$ cat config.mk
export PLATFORM = sky130hd
export DESIGN_NAME = tof_exposure_seq
export DESIGN_NICKNAME = d
export VERILOG_FILES = /design/src/rtl/tof_exposure_seq.sv
export SDC_FILE = /design/constraint.sdc
export NUM_CORES = 1
export LEC_CHECK = 0
export BUFFER_PORTS_ARGS = -buffer_cell sky130_fd_sc_hd__buf_2
export CAP_MARGIN = 20
export CORE_MARGIN = 2
export CORE_UTILIZATION = 35
export DETAILED_ROUTE_END_ITERATION = 10
export GPL_TIMING_DRIVEN = 0
export PLACE_DENSITY = 0.52
export SLEW_MARGIN = 10
export SYNTH_ARGS = -nofsm -noshare
export SYNTH_HDL_FRONTEND = slang
export SYNTH_SLANG_ARGS = --single-unit
$ cat constraint.sdc
create_clock -name clkin -period 18.6 [get_ports clkin]
set_clock_uncertainty 0.05 [all_clocks]
set_input_delay 3.72 -clock clkin [delete_from_list [all_inputs] [get_ports clkin]]
set_output_delay 3.72 -clock clkin [all_outputs]
set_load 0.05 [all_outputs]
$ cat src/rtl/tof_exposure_seq.sv
// Exposure window sequencer feeding the ToF modulation generator: emits N windows of
// PERIOD*NUM_PULSES cycles separated by idle gaps. Optional macro TOFSEQ_PERIOD_HOLD_EN.
module tof_exposure_seq #(
  parameter int CNT_W = 32,
  parameter int EXP_W = 16
) (
  input  logic             clkin,
  input  logic             rst,
  input  logic             start,
  input  logic             abort,
  input  logic [CNT_W-1:0] period,
  input  logic [CNT_W-1:0] num_pulses,
  input  logic [CNT_W-1:0] gap,
  input  logic [EXP_W-1:0] num_exp,
  output logic             valid,
  output logic [CNT_W-1:0] period_out,
  output logic             busy,
  output logic             done,
  output logic             err,
  output logic [EXP_W-1:0] exp_idx
);

  typedef enum logic [1:0] {
    S_IDLE,
    S_ON,
    S_GAP,
    S_FIN
  } state_t;

  state_t           state;
  logic [CNT_W-1:0] per_q;
  logic [CNT_W-1:0] np_q;
  logic [CNT_W-1:0] gap_last_q;
  logic [EXP_W-1:0] nexp_q;
  logic [CNT_W-1:0] pc;
  logic [CNT_W-1:0] nc;
  logic [CNT_W-1:0] gc;

  logic cfg_bad;
  logic pc_wrap;
  logic win_end;
  logic last_win;
  logic gap_end;

  assign cfg_bad  = (period == '0) || (num_pulses == '0) || (num_exp == '0);
  assign pc_wrap  = (pc == per_q - CNT_W'(1));
  assign win_end  = pc_wrap && (nc == np_q - CNT_W'(1));
  assign last_win = (exp_idx == nexp_q - EXP_W'(1));
  assign gap_end  = (gc == gap_last_q);

`ifdef TOFSEQ_PERIOD_HOLD_EN
  assign period_out = per_q;
`else
  assign period_out = period;
`endif

  // NOTE: sequential state uses non-blocking assignments only, so every register in this
  // block sees the pre-edge values of the others regardless of statement order.
  always_ff @(posedge clkin or posedge rst) begin
    if (rst) begin
      state      <= S_IDLE;
      per_q      <= '0;
      np_q       <= '0;
      gap_last_q <= '0;
      nexp_q     <= '0;
      pc         <= '0;
      nc         <= '0;
      gc         <= '0;
      valid      <= 1'b0;
      busy       <= 1'b0;
      done       <= 1'b0;
      err        <= 1'b0;
      exp_idx    <= '0;
    end else begin
      done <= 1'b0;
      if (abort) begin
        state <= S_IDLE;
        valid <= 1'b0;
        busy  <= 1'b0;
      end else begin
        unique case (state)
          S_IDLE, S_FIN: begin
            // FIN accepts a new START so sequences can run back to back.
            if (start) begin
              per_q      <= period;
              np_q       <= num_pulses;
              gap_last_q <= (gap == '0) ? '0 : gap - CNT_W'(1);
              nexp_q     <= num_exp;
              exp_idx    <= '0;
              pc         <= '0;
              nc         <= '0;
              gc         <= '0;
              if (cfg_bad) begin
                state <= S_FIN;
                done  <= 1'b1;
                err   <= 1'b1;
                valid <= 1'b0;
                busy  <= 1'b0;
              end else begin
                state <= S_ON;
                err   <= 1'b0;
                valid <= 1'b1;
                busy  <= 1'b1;
              end
            end else begin
              state <= S_IDLE;
            end
          end

          S_ON: begin
            if (pc_wrap) begin
              pc <= '0;
              nc <= nc + CNT_W'(1);
            end else begin
              pc <= pc + CNT_W'(1);
            end
            // Nested period/pulse counters give PERIOD*NUM_PULSES cycles without a multiplier.
            if (win_end) begin
              valid <= 1'b0;
              nc    <= '0;
              gc    <= '0;
              if (last_win) begin
                state <= S_FIN;
                done  <= 1'b1;
                busy  <= 1'b0;
              end else begin
                state <= S_GAP;
              end
            end
          end

          S_GAP: begin
            if (gap_end) begin
              state   <= S_ON;
              valid   <= 1'b1;
              pc      <= '0;
              nc      <= '0;
              exp_idx <= exp_idx + EXP_W'(1);
            end else begin
              gc <= gc + CNT_W'(1);
            end
          end

          default: state <= S_IDLE;
        endcase
      end
    end
  end

endmodule

Word level (Yosys, flattened, before mapping). Cells that the tools add are included.

Bits of input ports: 116. Word-level logic and storage cells: 94. Output and inout port bits: 52. Register bits: 230.

Eq/ne operators: 16. Reduce and logical (&&, ||, !) cells: 19. Mux-type cells: 37. Add/subtract/negate cells: 8. Bitwise logic cells: 1.

Operators with widths (count): 32-bit case mux with 3 select lines (3); 32-bit 2-to-1 mux (8); 32-bit by 1-bit adder with 32-bit output (second input constant) (3); 32-bit == test (3); 32-bit zero test (3); 32-bit by 1-bit subtractor with 32-bit output (second input constant) (3); 16-bit 2-to-1 mux (2); 16-bit case mux with 2 select lines (1); 16-bit by 1-bit adder with 16-bit output (second input constant) (1); 16-bit == test (1); 16-bit zero test (1); 4-bit AND reduction (4); 16-bit by 1-bit subtractor with 16-bit output (second input constant) (1); 3-bit inequality test (second input constant) (5); 1-bit 2-to-1 mux (14); 2-bit 2-to-1 mux (5); 3-bit AND reduction (3); 2-bit inequality test (second input constant) (4); 2-bit case mux with 3 select lines (1); 2-bit == test (second input constant) (2); 1-bit case mux with 2 select lines (2); 1-bit case mux with 3 select lines (1); 3-bit nonzero test (1); 2-bit by 1-bit == test with 1-bit output (second input constant) (1); other kinds (7) (8).

Longest topological paths before layout. Gate-level depths: netlist of run 1.

Word-level depth: 7. Mapped depth: 15. Gate-level depth less buffers: 11.

Least setup slack after synthesis of run 1. No wires, ideal clock.

Path type: input port to output port. From: in period[0]. To: out period_out[0]. Data arrival time: 3890 ps. Required time: 14830 ps. Setup slack: 10940 ps. Stages: 1. Path through: buf_4.

RTL lines: start, declared (line 11) `input logic [CNT_W-1:0] period,`; end, declared (line 16) `output logic [CNT_W-1:0] period_out,`.

No word-level cell between the ends.

Worst setup path after layout of run 1.
From: in period[9]. To: out period_out[9].

No word-level cell between the ends.

==> results of run 1 <==
worst paths after layout:
kind	cells after the start	end	start
worst max-delay path	3	period_out[9]	period[9]
worst min-delay path	2	gap_last_q[31]	gap_last_q[31]
worst max register to register	12	gc[10]	np_q[10]
worst min register to register	2	gap_last_q[31]	gap_last_q[31]
max in group asynchronous	4	per_q[23]	rst
min in group asynchronous	2	nexp_q[11]	rst
routing by layer:
layer  routed length (um)  GRT usage  vias up  share of wire
met1                20680     0.2836     6575           0.45
li1                     -          -     6599              -
met5                    0          0        -              0
met3                 1957    0.02340       65          0.043
met4                 1143    0.05408        0          0.025
met2                22220     0.3617      303           0.48
cell type report:
class	count	area (um^2)	area share
Multi-Input combinational cell	1354	8130	0.4728
Inverter	36	142.6	0.008295
Tap cell	532	665.6	0.03871
Sequential cell	230	5756	0.3347
Clock inverter	10	177.7	0.01033
Clock buffer	41	840.8	0.04890
Timing Repair Buffer	169	890.9	0.05181
Buffer	123	591.8	0.03442
through the flow:
| step | util | setup slack, ps | hold WS [ps] | cells | area, um^2 |
|---|---|---|---|---|---|
| final | 0.4192 | 10570 | 448.7 | 2495 | 17200 |
| after global routing | 0.4192 | 10520 | 478.2 | 2495 | 17200 |
| after CTS | 0.4191 | 10530 | 454.9 | 2494 | 17190 |
| after detailed placement | 0.3943 | 10530 | 441.9 | 2443 | 16170 |
| after global placement | 0.3927 | 5327 | 434.7 | 2441 | 16110 |
| after floorplan | - | 8525 | 412.0 | 1743 | 14610 |
state kept, by name, indices dropped and copies added (netlist names):
name and cells:
gap_last_q 32, gc 32, nc 32, np_q 32, pc 32, per_q 32, exp_idx 16, nexp_q 16
state 2, busy 1, done 1, err 1, valid 1
worst max-delay path: cells and delay by family:
family	cells	cell delay (ps)
buffers and inverters	3	540
kinds of logic (layout without fill, tap and decap cells):
kind of cell / count (synthesis) / after routing / synth area share
buf+inv: 159 / 379 / 0.04976
simple gates: 835 / 835 / 0.2843
xor+xnor: 195 / 195 / 0.1169
mux: 12 / 12 / 0.008565
fa+ha+maj: 10 / 10 / 0.008565
compound gates: 302 / 302 / 0.1380
flops: 230 / 230 / 0.3940
where the power goes:
part           leakage [nW]  internal, mW  switching (mW)  total [mW]
clock                 0.500         0.380           0.228       0.608
sequential             3.03         0.623           0.156       0.779
combinational          3.74         0.307           0.504       0.811
total                  7.27          1.31           0.888        2.20
layout by cell type (no fill, tap or decap), types with 27 or more instances in the layout:
cell type and count:
buf_2 172, nor2_1 120, or4_1 49, inv_1 35
nand4_1 49, nand3_1 61, clkbuf_1 85, nor4_1 50
o21ai_0 82, o31ai_1 63, or3_1 27, nand2_1 336
dfrtp_1 230, clkbuf_16 29, a21oi_1 58, xor2_1 63
xnor2_1 132, nor3_1 45, buf_4 32
==> impl_metrics.json, run 1 <==
{
  "p_leak_nw": 7.273,
  "tns_ps": 0,
  "synth.avg_cell_area_um2": 8.382,
  "grt_pass1_vias": 13190,
  "die_h_um": 208.3,
  "synth_area_leaders": "dfrtp_1 39%, nand2_1 8.6%, xnor2_1 7.9%",
  "slew_viol_final": 0,
  "yosysUniqueCellTypes": 74,
  "die_x_um": 208.3,
  "start_util": 0.3562,
  "place_congestion": 0.8733,
  "cp_max_fo": 3,
  "fin_crit_ps": 8033,
  "core_region_area_um2": 41020,
  "hold_class": "reg -> reg",
  "grt_first_pass_wirelength_mm": 74.12,
  "drc": 0,
  "drt_iter0_drc": 918,
  "async_flop_share": 1.000,
  "post-cts-setup-buffer-count": 0,
  "powerDensity_nw_per_um2": 127.8,
  "path_cells": "buf_2, buf_4, buf_2",
  "syn-num-nets": 1869,
  "setup-violations-final": 0,
  "grt_max_degree": 91,
  "status": "finished, final reports clean",
  "drtPass1Iterations": 5,
  "worst_pin_slew_ps": 1085,
  "synth_top_area_share": 0.3940,
  "startpoint_type": "input pin",
  "grt_antenna_before_repair": 1,
  "grt-ovfl-total": 0,
  "ys_warn_count": 0,
  "drive_above_1_share": 0.1447,
  "rsz0062_at_grt": "no",
  "clock_sinks": 230,
  "clkLatencyLatePin_ps": 570,
  "end_kind": "primary output",
  "max_stage_delay_ps": 240,
  "clockBufferDepth": 3,
  "drv_cap": 0,
  "dieArea_um2": 43390,
  "io_buffers": 166,
  "rows": 74,
  "worstPathArrival_ps": 4260,
  "critPathKind": "in -> out",
  "fin_nets": 2069,
  "synth_most_common_cell": "nand2_1",
  "fin_crit_sh": 0.4319,
  "postCtsHoldBufs": 0,
  "vias": 13540,
  "syn-cell-area_um2": 14610,
  "post_cts_resized": 0,
  "cp.required_ps": 14830,
  "total_power_mw": 2.198,
  "syn_inst": 1743,
  "path_clk_slew_ps": 60,
  "num_antenna_cells": 0,
  "wl_mm": 46.00,
  "antenna_left": 0,
  "io_pins": 168,
  "post_drt_wl_per_cell_um": 18.44,
  "grt_usage": 0.2111,
  "syn2layout_area_growth_pct": 17.70,
  "ir_worst_vdd_uv": 60.03,
  "cpMostUsedCell": "buf_2",
  "cts_buffers": 29,
  "synth_edf_count": 0,
  "r2r_slack_ps": 13590,
  "ys.flop_type": "dfrtp_1",
  "yosys-top-cells-count": "336 x nand2_1, 230 x dfrtp_1, 132 x xnor2_1",
  "cts-root-buf": "clkbuf_16",
  "ys_ff_latch": 230,
  "ys_seq_area_frac": 0.3940,
  "avgViaCountPerCell": 5.428,
  "yosysTopAreaCell": "dfrtp_1",
  "slew_headroom": 0.2733,
  "nFillCells": 4126,
  "cts_tree": "built",
  "htreeDepth": 1,
  "hpwlAfterDp_mm": 34.53,
  "cp_slowest_cell": "buf_2",
  "finalHoldViolations": 0,
  "fmax_mhz": 124.5
}
No activity file was read; power rests on OpenSTA's default activity.
==> run 2: changes to the inputs <==
--- a/config.mk
+++ b/config.mk
@@ -5,13 +5,14 @@
 export SDC_FILE = /design/constraint.sdc
 export NUM_CORES = 1
 export LEC_CHECK = 0
+export ABC_AREA = 1
 export BUFFER_PORTS_ARGS = -buffer_cell sky130_fd_sc_hd__buf_2
 export CAP_MARGIN = 20
 export CORE_MARGIN = 2
 export CORE_UTILIZATION = 35
 export DETAILED_ROUTE_END_ITERATION = 10
 export GPL_TIMING_DRIVEN = 0
-export PLACE_DENSITY = 0.52
+export PLACE_DENSITY = 0.54
 export SLEW_MARGIN = 10
 export SYNTH_ARGS = -nofsm -noshare
 export SYNTH_HDL_FRONTEND = slang
==> constraint.sdc (replaced) <==
create_clock -name clkin -period 6.74 [get_ports clkin]
set_clock_uncertainty 0.05 [all_clocks]
set_input_delay 1.348 -clock clkin [delete_from_list [all_inputs] [get_ports clkin]]
set_output_delay 1.348 -clock clkin [all_outputs]
set_load 0.05 [all_outputs]
==> impl_metrics.json, run 2 <==
{
  "fin_crit_ps": 3703,
  "drv_cap": 0,
  "grt_antenna_before_repair": 2,
  "end_kind": "flop",
  "avgViaCountPerCell": 4.968,
  "yosys-top-cells-count": "745 x nand2_1, 383 x nor2_1, 230 x dfrtp_1",
  "total_power_mw": 6.145,
  "worst_pin_slew_ps": 901.1,
  "clock_sinks": 230,
  "hold-path-cell-count": 2,
  "htreeDepth": 1,
  "final_common_cell": "nand2_1",
  "drc": 0,
  "wl_mm": 56.39,
  "rows": 80,
  "ys_warn_count": 0,
  "worstPathArrival_ps": 4100,
  "io_pins": 168,
  "grt_pass1_vias": 16060,
  "syn_inst": 2502,
  "finalHoldViolations": 0,
  "slew_viol_final": 0,
  "cts_tree": "built",
  "yosysTopAreaCell": "dfrtp_1",
  "nFillCells": 5092,
  "synth_edf_count": 0,
  "status": "finished, final reports clean",
  "clockBufferDepth": 3,
  "cts_buffers": 30,
  "rr_worst_depth": 14,
  "drtPass1Iterations": 5,
  "vias": 16630,
  "hold_start": "busy",
  "fmax_mhz": 270.0,
  "async_flop_share": 1.000,
  "hold_class": "reg -> reg",
  "ys_ff_latch": 230,
  "path_clk_slew_ps": 60,
  "die_x_um": 223.4,
  "p_leak_nw": 9.219,
  "r2r_slack_ps": 3610,
  "crit-reg2reg-launch": "gc[13]",
  "ys.flop_type": "dfrtp_1",
  "cp.required_ps": 7140,
  "syn-num-nets": 2628,
  "powerDensity_nw_per_um2": 312.3,
  "startpoint_type": "input pin",
  "syn2layout_area_growth_pct": 16.78,
  "num_antenna_cells": 0,
  "post-cts-setup-buffer-count": 0,
  "fin_nets": 2834,
  "dpl_worst_slack_ps": 2387,
  "grt_max_degree": 38,
  "clkLatencyLatePin_ps": 600,
  "synth.avg_cell_area_um2": 6.735,
  "synth_area_leaders": "dfrtp_1 34%, nand2_1 17%, nor2_1 8.5%",
  "grt_first_pass_wirelength_mm": 89.25,
  "core_region_area_um2": 47650,
  "drive_above_1_share": 0.1453,
  "hpwlAfterDp_mm": 46.06,
  "tns_ps": 0,
  "register_area_um2": 5756,
  "start_util": 0.3537,
  "yosysUniqueCellTypes": 44,
  "ys_seq_area_frac": 0.3416,
  "cts-root-buf": "clkbuf_16",
  "grt-ovfl-total": 0,
  "die_h_um": 223.4,
  "r2r-end": "pc[0]",
  "cp_max_fo": 8,
  "synth_top_area_share": 0.3416,
  "setup-violations-final": 0,
  "slew_headroom": 0.3993,
  "critPathKind": "in -> reg",
  "setup_ws_ps": 3037,
  "holdPathEnd": "busy",
  "multi_input_area_um2": 9694,
  "dieArea_um2": 49910,
  "place_congestion": 0.9520,
  "final_cell_mix": "745 x nand2_1, 383 x nor2_1, 230 x dfrtp_1",
  "fin_crit_sh": 0.5494,
  "syn-cell-area_um2": 16850,
  "post_cts_resized": 0,
  "synth_most_common_cell": "nand2_1",
  "antenna_left": 0,
  "rsz0062_at_grt": "no",
  "ir_worst_vdd_uv": 199.2,
  "grt_usage": 0.2259,
  "drt_iter0_drc": 1293,
  "io_buffers": 167,
  "postCtsHoldBufs": 0,
  "instances_no_fill": 3347,
  "dp.cells": 3291,
  "post_drt_wl_per_cell_um": 16.85
}
run 2: cell count changes in the layout (fill, tap and decap cells not counted), moves of 49 or more:
cell and delta:
xor2_1 +72, nand2_1 +409, nand3_1 +82, xnor2_1 -76, nor2_1 +263, o31ai_1 -59
inv_1 +184, or4_1 -49
run 2: power breakdown:
| group | total, mW | switching, mW | leakage, nW | internal [mW] |
|---|---|---|---|---|
| clock network | 1.73 | 0.669 | 0.526 | 1.06 |
| registers | 2.05 | 0.358 | 3.03 | 1.69 |
| logic | 2.36 | 1.56 | 5.66 | 0.799 |
run 2: how the worst max path moves through the flow:
stage | from | end | slack [ps]
floorplan | rst | busy | 2330
CTS | gap[0] | gap_last_q[3] | 3030
finish | gap[0] | gap_last_q[3] | 3040
global placement | rst | nc[24] | 720
global route | gap[0] | gap_last_q[3] | 2800
detailed placement | gap[0] | gap_last_q[3] | 2390
run 2: critical path, cell delays in order:
cell and delay (ps):
buf_2 110, inv_1 90, ha_1 190, nand2_1 180, nor2_1 220, nand2_1 130
nor3_2 240, nand4_1 180, nor2_1 240, nand2_1 120, nor2_1 160, nand2_1 100
nand2_1 180, inv_1 230, o21ai_0 210, o21ai_0 160
run 2: stage by stage:
stage,util,hold slack (ps),instance area (um^2)
after floorplan,-,411.0,16850
after global placement,0.3874,415.7,18460
after global routing,0.4130,451.7,19680
after detailed placement,0.3904,414.5,18600
after CTS,0.4130,430.4,19680
final,0.4130,427.8,19680
run 2: per-layer routing:
metal,track usage,vias to the layer above,share of wire
met5,0,-,0.00048
met4,0.05677,4,0.026
met3,0.02871,77,0.052
met2,0.3789,410,0.46
met1,0.3083,7780,0.46
li1,-,8358,-
run 2: area by class of cell:
cell class	count	share of cell area
buffer	96	0.02785
clock buffer	44	0.04489
clock inverter	12	0.009919
inverter	227	0.04349
multi-input combinational	1949	0.4927
sequential	230	0.2925
tap	615	0.03910
timing repair buffer	174	0.04960
run 2: cell families (layout without fill, tap and decap cells):
family / after synthesis / count (layout) / share of synthesized area
AOI/OAI and AO/OA: 223 / 223 / 0.07685
xor gates and xnor gates: 191 / 191 / 0.09928
adders and majority gates: 10 / 10 / 0.007426
buffers and inverters: 323 / 553 / 0.08309
DFF: 230 / 230 / 0.3416
and+or+nand+nor: 1525 / 1525 / 0.3918
==> run 3: changes to the inputs <==
--- a/config.mk
+++ b/config.mk
@@ -5,14 +5,14 @@
 export SDC_FILE = /design/constraint.sdc
 export NUM_CORES = 1
 export LEC_CHECK = 0
-export ABC_AREA = 1
+export ABC_AREA = 0
 export BUFFER_PORTS_ARGS = -buffer_cell sky130_fd_sc_hd__buf_2
 export CAP_MARGIN = 20
 export CORE_MARGIN = 2
 export CORE_UTILIZATION = 35
 export DETAILED_ROUTE_END_ITERATION = 10
 export GPL_TIMING_DRIVEN = 0
-export PLACE_DENSITY = 0.54
+export PLACE_DENSITY = 0.52
 export SLEW_MARGIN = 10
 export SYNTH_ARGS = -nofsm -noshare
 export SYNTH_HDL_FRONTEND = slang
==> constraint.sdc (replaced) <==
create_clock -name clkin -period 3.6 [get_ports clkin]
set_clock_uncertainty 0.05 [all_clocks]
set_input_delay 0.72 -clock clkin [delete_from_list [all_inputs] [get_ports clkin]]
set_output_delay 0.72 -clock clkin [all_outputs]
set_load 0.05 [all_outputs]
==> impl_metrics.json, run 3 (synthesis results as in run 1) <==
{
  "grt_pass1_vias": 13220,
  "drt_iter0_drc": 933,
  "grt_usage": 0.2162,
  "place_congestion": 0.8793,
  "io_pins": 168,
  "htreeDepth": 1,
  "drc": 0,
  "post_drt_wl_per_cell_um": 18.97,
  "ir_worst_vdd_uv": 354.4,
  "slew_headroom": 0.1827,
  "drtPass1Iterations": 5,
  "core_region_area_um2": 41020,
  "pwr-share-seq": 0.319,
  "fmax_mhz": 269.0,
  "powerDensity_nw_per_um2": 662.6,
  "die_x_um": 208.3,
  "vias": 14020,
  "wl_mm": 48.70,
  "fin_crit_sh": 1.033,
  "hpwlAfterDp_mm": 34.65,
  "rsz0062_at_grt": "yes",
  "syn2layout_area_growth_pct": 34.00,
  "grt_antenna_before_repair": 2,
  "cts_buffers": 30,
  "internal_power_mw": 7.617,
  "cts_tree": "built",
  "antenna_left": 0,
  "status": "finished, violations left",
  "final_common_cell": "nand2_1",
  "drive_above_1_share": 0.2788,
  "power.share.combinational": 0.437,
  "cts-root-buf": "clkbuf_16",
  "p_switching_mw": 5.354,
  "cp.required_ps": 3980,
  "critPathKind": "reg -> reg",
  "p_leak_nw": 8.148,
  "avgViaCountPerCell": 5.460,
  "rows": 74,
  "cp_max_fo": 9,
  "end_kind": "flop",
  "switching_share": 0.4128,
  "fin_crit_ps": 3718,
  "worstPathArrival_ps": 4100,
  "grt-ovfl-total": 0,
  "final_cell_mix": "332 x nand2_1, 219 x dfrtp_1, 167 x buf_2",
  "setup_ws_ps": -117.8,
  "grt_max_degree": 36,
  "startpoint_type": "flop",
  "fin_nets": 2138,
  "path_clk_slew_ps": 60,
  "clockBufferDepth": 3,
  "finalHoldViolations": 0,
  "clock_sinks": 230,
  "drv_cap": 0,
  "hold_class": "in -> async",
  "dieArea_um2": 43390,
  "grt_first_pass_wirelength_mm": 75.42,
  "violations": "negative setup slack",
  "io_buffers": 166,
  "worst_pin_slew_ps": 1226,
  "pwr-share-clk": 0.244,
  "setup-violations-final": 31,
  "die_h_um": 208.3,
  "tns_ps": -1527,
  "postCtsHoldBufs": 0,
  "clkLatencyLatePin_ps": 580,
  "start_util": 0.3562,
  "slew_viol_final": 0,
  "dpl_worst_slack_ps": -1232
}
-- run 3: changes by cell type in the layout (fill, tap and decap cells not counted), sizes merged, moves of 72 or more --
cell	delta
nand3	-84
xnor2	+76
nor2	-284
o21ai	-75
inv	-191
nand2	-434
xor2	-72
-- run 3: cell type report --
type	count	area, um^2
multi-input cells	1355	9495
inverters	36	141.4
clock inverters	8	146.4
diodes	1	2.502
well taps	532	665.6
repair buffers	247	1730
fillers	3983	21440
clock buffers	46	892.1
flip-flops and latches	230	5769
plain buffers	112	733.2
-- run 3: stage by stage --
step / utilization / power (mW) / hold slack [ps] / cell area [um^2] / instances
6_report: 0.4773 / 12.97 / 227.7 / 19580 / 2567
5_1_grt: 0.4773 / 13.78 / 282.8 / 19580 / 2567
2_1_floorplan: - / 6.937 / 412.0 / 14640 / 1743
4_1_cts: 0.4432 / 12.16 / 232.5 / 18180 / 2532
3_5_place_dp: 0.3976 / 8.308 / 438.7 / 16310 / 2449
3_3_place_gp: 0.3934 / 8.198 / 437.2 / 16130 / 2441
-- run 3: power by group through the flow --
stage | clock network, mW | logic (mW) | registers, mW
2_1_floorplan | 0 | 3.11 | 3.82
3_3_place_gp | 0 | 4.16 | 4.04
3_5_place_dp | 0 | 4.27 | 4.04
4_1_cts | 3.23 | 4.85 | 4.08
5_1_grt | 3.33 | 6.19 | 4.25
6_report | 3.16 | 5.67 | 4.14
-- run 3: repair_timing --
item,CTS,global route
pin swaps,37,98
cloned,5,4
setup buffers,32,34
endpoints found under the setup margin,116,132
resized for setup,121,244
-- run 3: critical path, stage by stage, from the launching register on --
cell       delay [ps]
dfrtp_1           360
buf_2             190
or4_1             620
nor3_4            260
nand4_1           240
nor3_1            370
a21oi_4           100
a2111oi_4         310
buf_4             190
a31oi_4           250
buf_8             250
o31ai_4           240
o41ai_4           130
-- run 3: worst paths after layout --
kind,depth (start not counted),end,from,slack (ps)
worst min register to register,2,gap_last_q[22],gap_last_q[22],450
worst max-delay path,12,gc[10],per_q[14],-120
max in group asynchronous,6,per_q[0],rst,1950
worst min-delay path,2,gap_last_q[29],rst,230
worst max register to register,12,gc[10],per_q[14],-120
min in group clkin,3,nexp_q[11],num_exp[11],300
-- run 3: metal layers --
| layer | vias to the layer above | routed length (um) | share of wire | global-route usage |
|---|---|---|---|---|
| met4 | 0 | 1432 | 0.029 | 0.06822 |
| met5 | - | 0 | 0 | 0 |
| met1 | 6873 | 22200 | 0.46 | 0.3017 |
| met2 | 320 | 23070 | 0.47 | 0.3476 |
| met3 | 79 | 2007 | 0.041 | 0.02853 |
| li1 | 6743 | - | - | - |
